File: src/rtl/serial_bus_pkg.sv
// serial_bus_pkg: arbiter state encoding, legal parameter ranges and their check
package serial_bus_pkg;
    typedef enum logic [2:0] {
        IDLE    = 3'd0,
        ADDR    = 3'd1,
        CONNECT = 3'd2,
        BUSY    = 3'd3,
        SPLIT   = 3'd4
    } state_t;
    localparam int MIN_MASTERS = 2;
    localparam int MAX_MASTERS = 4;
    localparam int MIN_SLAVES  = 2;
    localparam int MAX_SLAVES  = 8;
    localparam int MIN_SPLIT   = 1;
    localparam int MAX_SPLIT   = 15;
    function automatic bit params_ok(int nm, int ns, int aw, int sl);
        return nm >= MIN_MASTERS && nm <= MAX_MASTERS && ns >= MIN_SLAVES && ns <= MAX_SLAVES &&
               (1 << aw) >= ns && sl >= MIN_SPLIT && sl <= MAX_SPLIT;
    endfunction
endpackage

File: src/rtl/serial_bus_arbiter_if.sv
// serial_bus_arbiter_if: per-bit master and slave bus signals; slave modport is the arbiter's view
interface serial_bus_arbiter_if #(
    parameter int N_MASTERS = 2,
    parameter int N_SLAVES  = 3
);
    logic [N_MASTERS-1:0] m_request, m_address_valid, m_valid, m_address, m_data, m_write_en;
    logic [N_MASTERS-1:0] m_data_out, m_valid_in, m_ready, m_available;
    logic [N_SLAVES-1:0]  s_address, s_data, s_valid, s_write_en;
    logic [N_SLAVES-1:0]  s_data_in, s_valid_out, s_ready;
    modport master (
        output m_request, m_address_valid, m_valid, m_address, m_data, m_write_en,
        output s_data_in, s_valid_out, s_ready,
        input  m_data_out, m_valid_in, m_ready, m_available,
        input  s_address, s_data, s_valid, s_write_en
    );
    modport slave (
        input  m_request, m_address_valid, m_valid, m_address, m_data, m_write_en,
        input  s_data_in, s_valid_out, s_ready,
        output m_data_out, m_valid_in, m_ready, m_available,
        output s_address, s_data, s_valid, s_write_en
    );
endinterface

File: src/rtl/rr_arbiter.sv
// rr_arbiter: one-hot pick of the first set request after ptr, wrapping modulo N
module rr_arbiter #(
    parameter int N = 2
) (
    input  logic [N-1:0]         req,
    input  logic [$clog2(N)-1:0] ptr,
    output logic [N-1:0]         gnt
);
    logic [N-1:0] cand;
    // Walk from farthest to nearest so the nearest requester overwrites the rest
    always_comb begin
        gnt  = '0;
        cand = '0;
        for (int k = N; k >= 1; k--) begin
            cand = N'(1) << ((int'(ptr) + k) % N);
            gnt  = |(req & cand) ? cand : gnt;
        end
    end
endmodule

File: src/rtl/serial_bus_arbiter.sv
// serial_bus_arbiter: round-robin master arbitration with serial slave addressing.
// Define ARB_SPLIT_EN to let a transfer stalled by its slave yield the bus to another master.
module serial_bus_arbiter
    import serial_bus_pkg::*;
#(
    parameter int N_MASTERS   = 2,
    parameter int N_SLAVES    = 3,
    parameter int SADDR_W     = 2,
    parameter int SPLIT_LIMIT = 4
) (
    input  logic                 clk,
    input  logic                 reset_n,
    serial_bus_arbiter_if.slave  bus,
    output logic [N_MASTERS-1:0] grant,
    output logic [N_SLAVES-1:0]  connect,
    output logic [2:0]           state,
    output logic                 addr_err
);
    localparam int MW = $clog2(N_MASTERS);
    localparam int CW = $clog2(SADDR_W + 1);
    state_t               st;
    logic [MW-1:0]        rr_ptr, gidx;
    logic [SADDR_W-1:0]   sreg;
    logic [CW-1:0]        bit_cnt;
    logic [N_MASTERS-1:0] elig, idle_pick, route_m;
    logic [N_SLAVES-1:0]  slave_sel, route_s;
    logic                 g_req, g_aval, g_valid, g_addr, g_data, g_we, addr_ok, routed;

    if (!params_ok(N_MASTERS, N_SLAVES, SADDR_W, SPLIT_LIMIT)) begin : g_bad_params
        $error("serial_bus_arbiter: parameter out of legal range");
    end

    assign elig      = bus.m_request & bus.m_address_valid;
    assign g_req     = |(grant & bus.m_request);
    assign g_aval    = |(grant & bus.m_address_valid);
    assign g_valid   = |(grant & bus.m_valid);
    assign g_addr    = |(grant & bus.m_address);
    assign g_data    = |(grant & bus.m_data);
    assign g_we      = |(grant & bus.m_write_en);
    // An out-of-range address shifts the one-hot select off the end, leaving it zero
    assign slave_sel = N_SLAVES'(1) << sreg;
    assign addr_ok   = 32'(sreg) < N_SLAVES;

    always_comb begin
        gidx = '0;
        for (int i = 0; i < N_MASTERS; i++) gidx = grant[i] ? MW'(i) : gidx;
    end

    rr_arbiter #(.N(N_MASTERS)) u_idle_rr (.req(elig), .ptr(rr_ptr), .gnt(idle_pick));

`ifdef ARB_SPLIT_EN
    logic [3:0]           busy_cnt;
    logic [N_MASTERS-1:0] split_pick;
    logic                 split_go;
    rr_arbiter #(.N(N_MASTERS)) u_split_rr (.req(elig & ~grant), .ptr(gidx), .gnt(split_pick));
    assign split_go = busy_cnt >= 4'(SPLIT_LIMIT) && |(elig & ~grant);
    always_ff @(posedge clk or negedge reset_n) begin
        if (!reset_n) busy_cnt <= '0;
        else          busy_cnt <= (routed && !(|(connect & bus.s_ready))) ? (busy_cnt == 4'd15 ? busy_cnt : busy_cnt + 4'd1) : 4'd0;
    end
`endif

    always_ff @(posedge clk or negedge reset_n) begin
        if (!reset_n) begin
            st       <= IDLE;
            grant    <= '0;
            connect  <= '0;
            rr_ptr   <= MW'(N_MASTERS - 1);
            sreg     <= '0;
            bit_cnt  <= '0;
            addr_err <= 1'b0;
        end else begin
            addr_err <= 1'b0;
            case (st)
                IDLE: if (|elig) begin
                    grant   <= idle_pick;
                    sreg    <= '0;
                    bit_cnt <= '0;
                    st      <= ADDR;
                end
                ADDR: if (g_valid) begin
                    sreg    <= SADDR_W'({sreg, g_addr});
                    bit_cnt <= bit_cnt + CW'(1);
                    if (bit_cnt == CW'(SADDR_W - 1)) st <= CONNECT;
                end
                CONNECT: if (!addr_ok) begin
                    addr_err <= 1'b1;
                    grant    <= '0;
                    st       <= IDLE;
                end else if (|(slave_sel & bus.s_ready)) begin
                    connect <= slave_sel;
                    st      <= BUSY;
                end
                BUSY: begin
                    if (!g_req) begin
                        grant   <= '0;
                        connect <= '0;
                        rr_ptr  <= gidx;
                        st      <= IDLE;
                    end
`ifdef ARB_SPLIT_EN
                    else if (split_go) begin
                        connect <= '0;
                        st      <= SPLIT;
                    end
`endif
                    else if (g_aval) begin
                        connect <= '0;
                        sreg    <= '0;
                        bit_cnt <= '0;
                        st      <= ADDR;
                    end
                end
`ifdef ARB_SPLIT_EN
                SPLIT: begin
                    grant   <= split_pick;
                    rr_ptr  <= gidx;
                    sreg    <= '0;
                    bit_cnt <= '0;
                    st      <= |split_pick ? ADDR : IDLE;
                end
`endif
                default: begin
                    grant   <= '0;
                    connect <= '0;
                    st      <= IDLE;
                end
            endcase
        end
    end

    assign routed          = st == BUSY;
    assign route_s         = routed ? connect : '0;
    assign route_m         = routed ? grant : '0;
    assign bus.s_address   = route_s & {N_SLAVES{g_addr}};
    assign bus.s_data      = route_s & {N_SLAVES{g_data}};
    assign bus.s_write_en  = route_s & {N_SLAVES{g_we}};
    assign bus.s_valid     = route_s & {N_SLAVES{g_valid}};
    assign bus.m_data_out  = route_m & {N_MASTERS{|(connect & bus.s_data_in)}};
    assign bus.m_valid_in  = route_m & {N_MASTERS{|(connect & bus.s_valid_out)}};
    assign bus.m_ready     = route_m & {N_MASTERS{|(connect & bus.s_ready)}};
    assign bus.m_available = |grant ? grant : '1;
    assign state           = st;
endmodule

File: src/flat_wrapper.sv
// flat-port wrapper written by rule: the top's interface ports become plain ports
module serial_bus_arbiter_flat import serial_bus_pkg::*;
#(
    parameter int N_MASTERS   = 2,
    parameter int N_SLAVES    = 3,
    parameter int SADDR_W     = 2,
    parameter int SPLIT_LIMIT = 4
)
  (clk, reset_n, grant, connect, state, addr_err, bus_m_request, bus_m_address_valid, bus_m_valid, bus_m_address, bus_m_data, bus_m_write_en, bus_s_data_in, bus_s_valid_out, bus_s_ready, bus_m_data_out, bus_m_valid_in, bus_m_ready, bus_m_available, bus_s_address, bus_s_data, bus_s_valid, bus_s_write_en);
  serial_bus_arbiter_if #(.N_MASTERS(N_MASTERS), .N_SLAVES(N_SLAVES)) bus_i ();
  input  logic clk;
  input  logic reset_n;
  output logic [N_MASTERS-1:0] grant;
  output logic [N_SLAVES-1:0] connect;
  output logic [2:0] state;
  output logic addr_err;
  input wire logic [$bits(bus_i.m_request)-1:0] bus_m_request;
  input wire logic [$bits(bus_i.m_address_valid)-1:0] bus_m_address_valid;
  input wire logic [$bits(bus_i.m_valid)-1:0] bus_m_valid;
  input wire logic [$bits(bus_i.m_address)-1:0] bus_m_address;
  input wire logic [$bits(bus_i.m_data)-1:0] bus_m_data;
  input wire logic [$bits(bus_i.m_write_en)-1:0] bus_m_write_en;
  input wire logic [$bits(bus_i.s_data_in)-1:0] bus_s_data_in;
  input wire logic [$bits(bus_i.s_valid_out)-1:0] bus_s_valid_out;
  input wire logic [$bits(bus_i.s_ready)-1:0] bus_s_ready;
  output wire logic [$bits(bus_i.m_data_out)-1:0] bus_m_data_out;
  output wire logic [$bits(bus_i.m_valid_in)-1:0] bus_m_valid_in;
  output wire logic [$bits(bus_i.m_ready)-1:0] bus_m_ready;
  output wire logic [$bits(bus_i.m_available)-1:0] bus_m_available;
  output wire logic [$bits(bus_i.s_address)-1:0] bus_s_address;
  output wire logic [$bits(bus_i.s_data)-1:0] bus_s_data;
  output wire logic [$bits(bus_i.s_valid)-1:0] bus_s_valid;
  output wire logic [$bits(bus_i.s_write_en)-1:0] bus_s_write_en;
  assign bus_i.m_request = bus_m_request;
  assign bus_i.m_address_valid = bus_m_address_valid;
  assign bus_i.m_valid = bus_m_valid;
  assign bus_i.m_address = bus_m_address;
  assign bus_i.m_data = bus_m_data;
  assign bus_i.m_write_en = bus_m_write_en;
  assign bus_i.s_data_in = bus_s_data_in;
  assign bus_i.s_valid_out = bus_s_valid_out;
  assign bus_i.s_ready = bus_s_ready;
  assign bus_m_data_out = bus_i.m_data_out;
  assign bus_m_valid_in = bus_i.m_valid_in;
  assign bus_m_ready = bus_i.m_ready;
  assign bus_m_available = bus_i.m_available;
  assign bus_s_address = bus_i.s_address;
  assign bus_s_data = bus_i.s_data;
  assign bus_s_valid = bus_i.s_valid;
  assign bus_s_write_en = bus_i.s_write_en;
  serial_bus_arbiter #(.N_MASTERS(N_MASTERS), .N_SLAVES(N_SLAVES), .SADDR_W(SADDR_W), .SPLIT_LIMIT(SPLIT_LIMIT)) u_core (.clk(clk), .reset_n(reset_n), .bus(bus_i), .grant(grant), .connect(connect), .state(state), .addr_err(addr_err));
endmodule
File: config.mk
export PLATFORM = sky130hd
export DESIGN_NAME = serial_bus_arbiter_flat
export DESIGN_NICKNAME = d
export VERILOG_FILES = /design/src/rtl/serial_bus_pkg.sv /design/src/rtl/serial_bus_arbiter_if.sv /design/src/rtl/rr_arbiter.sv /design/src/rtl/serial_bus_arbiter.sv /design/src/flat_wrapper.sv
export SDC_FILE = /design/constraint.sdc
export NUM_CORES = 1
export LEC_CHECK = 0
export BUFFER_PORTS_ARGS = -buffer_cell sky130_fd_sc_hd__buf_4
export CORE_UTILIZATION = 35
export DETAILED_ROUTE_END_ITERATION = 10
export PLACE_DENSITY_LB_ADDON = 0.25
export SLEW_MARGIN = 20
export SYNTH_ARGS = -nofsm -noshare
export SYNTH_HDL_FRONTEND = slang
export SYNTH_SLANG_ARGS = --single-unit
File: constraint.sdc
create_clock -name clk -period 2 [get_ports clk]
set_input_delay 0.3 -clock clk [delete_from_list [all_inputs] [get_ports clk]]
set_output_delay 0.3 -clock clk [all_outputs]
set_load 0.03 [all_outputs]
==> impl_metrics.ini <==
[global_route]
grtUsageTotal_pct = 17.3
grt_start_max_net_pins = 14
grt.overflow.total = 0
grt_first_pass_wirelength_um = 3720
grt_pass1_vias = 867
antenna_found_initial = 0

[logic_synthesis]
synth_top_cell_by_area = dfrtp_1
ys_seq_area_share_pct = 34.2
async_flop_share_pct = 100
synth_edf_count = 0
synth_warnings = 0
yosys.area.top_type_share_pct = 31.5
yosysUniqueCellTypes = 34
syn_inst = 113
syn_area_per_cell_sq_um = 8.45
ys_seq_elements = 13
synth_common_cells = 27 x nor2_1, 12 x dfrtp_1, 11 x nand2_1
syn-cell-area_sq_um = 955
netlist_top_cells_area = dfrtp_1 31%, mux2_2 11%, nor2_1 11%
synth.most_common_cell = nor2_1
ys.flop_type = dfrtp_1
synth_fp_nets = 137

[sta]
skew_ns = 0.00683
fmax_mhz = 569
rsz0062_at_grt = no
finalSetupViolCount = 0
min_period_ns = 1.76
whs_ns = 0.393
drv_slew = 0
tns_ns = 0
fin_crit_sh_pct = 87.9
hold_violations = 0

[clocking]
htreeDepth = 1
clock_latency_ns = 0.28
cts_tree = yes
cts_resized = 0
cts_buffers = 3
cts_hold_buf = 1
clkTransAtPathRegs_ns = 0.08
root_buffer = clkbuf_4
cts.sinks = 13
postCtsSetupBuffers = 0
clk_path_buf_depth = 2

[flow_run]
max-cap-violations = 0

[placement]
hpwl_um = 2020
port_buffers = 50
gp_congestion = 0.783

[cells_and_area]
num_antenna_cells = 0
nets = 187
layout-area-overhead-vs-synth_pct = 43.4
fill_cells = 250
drive_above_1_share_pct = 42.6

[power]
power_density_nw_per_um2 = 1220
ir_drop_uv = 631
p_leak_nw = 0.647
p_total_mw = 1.67

[min_path]
worstHoldPathType = in -> async

[worst_setup_path]
endpoint_kind = output port
cp_slowest_stage_delay_ns = 0.45
r2r-end = u_core.sreg[0]
worstSetupPathType = reg -> out
worstPathArrival_ns = 1.46
regToRegSetupSlack_ns = 0.27
required_ns = 1.70
crit_chain = a222oi_1 -> nor2_1 -> buf_4
critPathLaunchType = register
cp_slowest_cell = dfrtp_1
r2r_start = u_core.grant[1]
reg2reg_depth = 4
cp_max_fo = 6

[route]
drtAntennaViolNets = 0
drc = 0
vias = 1019
drtIter0Drc = 28
dr.pass1.iters = 5
wirelength_um = 2490
wl_per_cell_um = 13.0
vias_per_cell = 5.31

[outcome]
status = complete, no violations

[floorplan]
die-area_sq_um = 2940
core_area_sq_um = 2520
die_x_um = 54.2
ios = 52
die_height_um = 54.2
initial_core_util_pct = 37.8
row_count = 18
==> worst max-delay path, delay by kind of cell, from the launching register on <==
kind	cells	cell delay [ns]
DFF	1	0.45
AOI/OAI and AO/OA	1	0.44
buffers and inverters	1	0.18
and+or+nand+nor	1	0.10
==> logic make-up after synthesis <==
kind of cell | count (synthesis) | synth area share (%)
other | 1 | 0.393
and+or+nand+nor | 54 | 25.3
AOI/OAI and AO/OA | 23 | 20.7
muxes | 10 | 11.7
DFF | 13 | 34.2
buffers and inverters | 11 | 6.42
adders and majority gates | 1 | 1.31
==> layout by cell type (no fill, tap or decap), drive strengths merged, types with 4 or more instances in the layout <==
cell type / count
a22oi: 5
dfrtp: 12
nor2: 27
clkbuf: 4
buf: 52
nand2: 11
mux2: 9
nand2b: 4
==> metrics by stage <==
| step | setup slack [ns] | cells | util, % | instance area (sq um) |
|---|---|---|---|---|
| floorplan | 0.237 | 113 | - | 955 |
| global placement | 0.340 | 187 | 52.8 | 1330 |
| detailed placement | 0.279 | 187 | 52.8 | 1330 |
| CTS | 0.230 | 192 | 54.3 | 1370 |
| global route | 0.126 | 192 | 54.3 | 1370 |
| finish | 0.241 | 192 | 54.3 | 1370 |
==> worst max path at each step <==
stage                           start                end  slack [ns]  cells after the start
finish              u_core.connect[0]     bus_m_ready[1]        0.24                      3
global route          u_core.state[0]     bus_s_valid[0]        0.13                      4
CTS                   u_core.grant[1]   bus_s_address[2]        0.23                      3
detailed placement    u_core.grant[1]     u_core.sreg[0]        0.28                      4
global placement      u_core.grant[1]  u_core.bit_cnt[1]        0.34                      4
floorplan             u_core.grant[0]  u_core.bit_cnt[0]        0.24                      5
==> flip-flops by register name (all words and copies together), names as in the netlist <==
signal and cells:
u_core.bit_cnt 2, u_core.state 2, u_core.rr_ptr 1, u_core.addr_err 1, u_core.connect 3, u_core.grant 2
u_core.sreg 2
==> final cells by class <==
cell class | instances | area (sq um) | area share (%)
multi-input combinational | 89 | 567 | 41.4
clock buffer | 4 | 26.3 | 1.92
timing repair buffer | 53 | 400 | 29.3
inverter | 3 | 11.3 | 0.823
tap | 30 | 37.5 | 2.74
sequential | 13 | 327 | 23.9
==> power by group <==
| part | internal, mW | leakage [nW] | total (mW) | switching (mW) |
|---|---|---|---|---|
| clock | 0.0774 | 0.0150 | 0.167 | 0.0895 |
| combinational | 0.448 | 0.462 | 1.00 | 0.554 |
| sequential | 0.359 | 0.170 | 0.502 | 0.143 |
| total | 0.884 | 0.647 | 1.67 | 0.786 |
==> per-layer routing <==
| layer | vias up | part of all wire, % | global-route usage, % |
|---|---|---|---|
| met5 | - | 0 | 0 |
| met4 | 0 | 0.92 | 5.56 |
| met3 | 2 | 9.7 | 1.94 |
| met2 | 58 | 47 | 30.9 |
| met1 | 461 | 43 | 21.3 |
| li1 | 498 | - | - |
Power figures use the tool's default switching activity.
